**src/rtl/result_uart_transmitter.sv**
```systemverilog
// Serial reporter for a classifier result: sends "<digit>\r\n" as three 8N1 bytes.
// The line is registered, so it goes low one cycle after i_start is accepted.
module result_uart_transmitter #(
   parameter int CLKS_PER_BIT = 5209
) (
   input  logic       clk,
   input  logic       resetn,
   input  logic       i_start,
   input  logic [3:0] i_digit,
   output logic       o_tx_serial,
   output logic       o_busy,
   output logic       o_done,
   output logic [1:0] o_dbg_state
);

   localparam int CNT_W = (CLKS_PER_BIT > 1) ? $clog2(CLKS_PER_BIT) : 1;
   localparam logic [CNT_W-1:0] CNT_LAST = CNT_W'(CLKS_PER_BIT - 1);

   typedef enum logic [1:0] {
      IDLE      = 2'd0,
      START_BIT = 2'd1,
      DATA_BITS = 2'd2,
      STOP_BIT  = 2'd3
   } state_t;

   state_t           r_state;
   state_t           w_state_nxt;
   logic [CNT_W-1:0] r_cnt;
   logic [CNT_W-1:0] w_cnt_nxt;
   logic [2:0]       r_bit_idx;
   logic [2:0]       w_bit_nxt;
   logic [1:0]       r_byte_idx;
   logic [1:0]       w_byte_nxt;
   logic [3:0]       r_digit;
   logic [3:0]       w_digit_nxt;
   logic             r_tx;
   logic             w_tx_nxt;
   logic             r_done;
   logic             w_done_nxt;
   logic             w_last_cnt;
   logic [2:0]       w_bit_inc;
   logic [7:0]       w_cur_byte;

   // Message content: ASCII digit (or '?' for out-of-range indices), CR, LF.
   function automatic logic [7:0] byte_for(input logic [1:0] idx, input logic [3:0] digit);
      logic [7:0] b;
      case (idx)
         2'd0:    b = (digit <= 4'd9) ? (8'h30 + {4'h0, digit}) : 8'h3F;
         2'd1:    b = 8'h0D;
         default: b = 8'h0A;
      endcase
      return b;
   endfunction

   assign w_last_cnt = (r_cnt == CNT_LAST);
   assign w_bit_inc  = r_bit_idx + 3'd1;
   assign w_cur_byte = byte_for(r_byte_idx, r_digit);

   always_comb begin
      w_state_nxt = r_state;
      w_cnt_nxt   = w_last_cnt ? '0 : (r_cnt + CNT_W'(1));
      w_bit_nxt   = r_bit_idx;
      w_byte_nxt  = r_byte_idx;
      w_digit_nxt = r_digit;
      w_tx_nxt    = r_tx;
      w_done_nxt  = 1'b0;
      case (r_state)
         IDLE: begin
            w_cnt_nxt  = '0;
            w_bit_nxt  = 3'd0;
            w_byte_nxt = 2'd0;
            w_tx_nxt   = 1'b1;
            if (i_start) begin
               w_state_nxt = START_BIT;
               w_digit_nxt = i_digit;
               w_tx_nxt    = 1'b0;
            end
         end
         START_BIT: begin
            w_tx_nxt = 1'b0;
            if (w_last_cnt) begin
               w_state_nxt = DATA_BITS;
               w_bit_nxt   = 3'd0;
               w_tx_nxt    = w_cur_byte[0];
            end
         end
         DATA_BITS: begin
            w_tx_nxt = w_cur_byte[r_bit_idx];
            if (w_last_cnt) begin
               if (r_bit_idx == 3'd7) begin
                  w_state_nxt = STOP_BIT;
                  w_bit_nxt   = 3'd0;
                  w_tx_nxt    = 1'b1;
               end else begin
                  w_bit_nxt = w_bit_inc;
                  w_tx_nxt  = w_cur_byte[w_bit_inc];
               end
            end
         end
         STOP_BIT: begin
            w_tx_nxt = 1'b1;
            if (w_last_cnt) begin
               if (r_byte_idx == 2'd2) begin
                  w_state_nxt = IDLE;
                  w_byte_nxt  = 2'd0;
                  w_done_nxt  = 1'b1;
               end else begin
                  // Next byte's start bit follows with no idle gap.
                  w_state_nxt = START_BIT;
                  w_byte_nxt  = r_byte_idx + 2'd1;
                  w_tx_nxt    = 1'b0;
               end
            end
         end
         default: begin
            w_state_nxt = IDLE;
            w_tx_nxt    = 1'b1;
         end
      endcase
   end

   always_ff @(posedge clk or negedge resetn) begin
      if (!resetn) begin
         r_state    <= IDLE;
         r_cnt      <= '0;
         r_bit_idx  <= 3'd0;
         r_byte_idx <= 2'd0;
         r_digit    <= 4'd0;
         r_tx       <= 1'b1;
         r_done     <= 1'b0;
      end else begin
         r_state    <= w_state_nxt;
         r_cnt      <= w_cnt_nxt;
         r_bit_idx  <= w_bit_nxt;
         r_byte_idx <= w_byte_nxt;
         r_digit    <= w_digit_nxt;
         r_tx       <= w_tx_nxt;
         r_done     <= w_done_nxt;
      end
   end

   assign o_tx_serial = r_tx;
   assign o_busy      = (r_state != IDLE);
   assign o_done      = r_done;
   assign o_dbg_state = r_state;

endmodule

```
**config.mk**
```make
export PLATFORM = sky130hd
export DESIGN_NAME = result_uart_transmitter
export DESIGN_NICKNAME = d
export VERILOG_FILES = /design/src/rtl/result_uart_transmitter.sv
export SDC_FILE = /design/constraint.sdc
export NUM_CORES = 1
export LEC_CHECK = 0
export ABC_AREA = 1
export ABC_CLOCK_PERIOD_IN_PS = 3500
export CAP_MARGIN = 25
export CORE_MARGIN = 10
export CORE_UTILIZATION = 62
export DETAILED_ROUTE_END_ITERATION = 7
export PLACE_DENSITY_LB_ADDON = 0.3
export SYNTH_ARGS = -nofsm -noshare
export SYNTH_HDL_FRONTEND = slang
export SYNTH_SLANG_ARGS = --single-unit
export TNS_END_PERCENT = 100
```
**constraint.sdc**
```tcl
create_clock -name clk -period 3.5 [get_ports clk]
set_input_delay 0.35 -clock clk [delete_from_list [all_inputs] [get_ports clk]]
set_output_delay 0.35 -clock clk [all_outputs]
set_load 0.03 [all_outputs]
```
==> reports/qor.yml <==
p_per_area_nw_per_um2: 704
cts-root-buf: "clkbuf_4"
port_buffers: 11
clock_latency_ns: 0.33
cts_sinks: 26
p_total_mw: 1.26
routed_wl_um: 3410
ir_drop_mv: 0.582
finalSetupViolations: 0
pwr-share-seq_pct: 34.6
clock_skew_ns: 0.00252
postCtsResizedCells: 0
drt-initial-drc-count: 142
cp.required_ns: 3.15
syn_area_um2: 1570
worstMarginPinSlew_ns: 0.572
dp_hpwl_um: 2670
die_x_um: 70.3
sw_frac_of_total_pct: 43.8
htreeDepth: 1
start_kind: "flip-flop"
syn_nets: 215
post_cts_buffers: 0
synth_area_leaders: "dfrtp_1 (40%), nand2_1 (11%), inv_1 (6.9%), ha_1 (6.4%), nor2_1 (5.8%)"
clockBufferDepth: 2
layout-drive-gt1-share_pct: 10.2
ys_types: 27
timing.slew.headroom_pct: 61.7
ctsHoldBuffers: 0
hold_violations: 0
yosys.area.top_type: "dfrtp_1"
combinationalPowerShare_pct: 48.9
p_int_mw: 0.710
overflow: 0
ys_ff_latch: 26
routedWlPerCell_um: 13.9
die_y_um: 70.3
coreArea_um2: 2450
period_needed_ns: 2.45
hold_ws_ns: 0.367
grt_setup_unrepaired: "false"
yosysSeqAreaShare_pct: 41.6
viasPerCell: 5.51
outcome: "complete, no violations"
avgSynthCellArea_um2: 7.83
grt_max_degree: 18
start_util_pct: 63.8
dr.pass1.iters: 4
fmax_mhz: 408
final_cells: 246
post-route-drc-count: 0
clockPowerShare_pct: 16.5
critPathMaxFanout: 6
post-route-period-util_pct: 70.0
yosys_warnings: 0
cts_tree: "done"
net-switching-power_mw: 0.554
gp_congestion: 0.892
nNetsFinal: 232
r2r_end: "r_cnt[12]"
rows: 18
grt_util_all_layers_pct: 14.2
grt_pass1_wl_um: 6020
die_area_um2: 4940
leakagePower_nw: 0.913
r2r_start: "r_cnt[0]"
boundaryPins: 12
final_antenna_net_count: 0
vias: 1356
slew_viol_final: 0
grt_pass1_vias: 1371
synth_top_area_share_pct: 39.9
antenna_found_initial: 0
max-cap-violations: 0
diodes: 0
rr_worst_depth: 8
area_growth_pct: 14.5
rrSetupSlack_ns: 1.84
hold_class: "in2async"
clkTransAtPathRegs_ns: 0.14
synth_cells: 200
arrival_ns: 2.10
path_class: "reg2out"
fin_setup_tns_ns: 0
crit_path_end_kind: "primary output"
post-place-cells: 242
cts_buffers: 3
worst max path at each step:
stage	from	end	cells after the start
after floorplan	o_dbg_state[0]	r_cnt[9]	7
after global placement	o_dbg_state[0]	o_busy	4
after detailed placement	o_dbg_state[0]	o_busy	4
after CTS	o_dbg_state[0]	o_busy	4
after global routing	o_dbg_state[0]	o_busy	4
final	o_dbg_state[0]	o_busy	4
layer usage:
metal	routed length, um	part of all wire [%]	global-route usage, %
met5	0	0	0
met4	61	1.8	5.04
met3	215	6.3	3.11
met2	1650	48	23.8
met1	1490	44	17.4
cells by family after synthesis:
| logic type | after synthesis | share of synthesized area, % |
|---|---|---|
| DFF | 26 | 41.6 |
| AOI/OAI and AO/OA | 31 | 11.9 |
| and+or+nand+nor | 99 | 30.2 |
| adders and majority gates | 8 | 6.39 |
| buffers and inverters | 32 | 7.67 |
| xor gates and xnor gates | 4 | 2.24 |
critical path, cell delays in order, from the launching register on:
cell and delay (ns):
dfrtp_1 0.45, inv_1 0.12, ha_1 0.29, inv_1 0.19, clkdlybuf4s50_1 0.72
Yosys cell counts (all sizes together):
master,number
a211oi,1
a21oi,13
a31oi,2
dfrtp,25
dfstp,1
ha,8
inv,32
nand2,47
nand3,14
nand3b,1
nand4,1
nor2,28
nor3,5
nor3b,2
nor4,1
o21a,1
o21ai,11
o221ai,1
o31ai,2
xor2,4
registers in the layout, summed over array words and instances, names as in the netlist:
register / count
r_digit: 4
r_cnt: 13
o_done: 1
r_bit_idx: 3
o_tx_serial: 1
o_dbg_state: 2
r_byte_idx: 2
power by group through the flow:
stage	registers [mW]	logic [mW]	clock network (mW)
detailed placement	0.441	0.601	0
global route	0.446	0.698	0.220
floorplan	0.461	0.403	0
CTS	0.436	0.611	0.212
finish	0.437	0.618	0.208
global placement	0.433	0.570	0
cells in the final DEF (no fill, tap or decap), drive strengths merged:
cell            n
o21ai          11
nor2           28
nand3b          1
bufinv          1
dfstp           1
o31ai           2
nand3          14
a31oi           2
nor4            1
a211oi          1
buf             1
o21a            1
nand2          47
xor2            4
nor3b           2
nand4           1
clkdlybuf4s50  11
nor3            5
dfrtp          25
a21oi          13
clkbuf          3
inv            32
o221ai          1
ha              8
area by class of cell:
class / instances / area [um^2]
Multi-Input combinational cell: 142 / 795
Fill cell: 180 / 661
Sequential cell: 26 / 652
Timing Repair Buffer: 12 / 138
Inverter: 32 / 120
Tap cell: 30 / 37.5
Clock inverter: 1 / 30.0
Clock buffer: 3 / 22.5
through the flow:
step / setup slack [ns] / instance area, um^2 / util, %
after floorplan: 1.74 / 1570 / -
after global placement: 1.53 / 1710 / 69.8
after detailed placement: 1.44 / 1740 / 70.9
after CTS: 1.04 / 1790 / 73.1
after global routing: 0.926 / 1790 / 73.1
final: 1.05 / 1790 / 73.1
(Power assumes the default switching activity.)
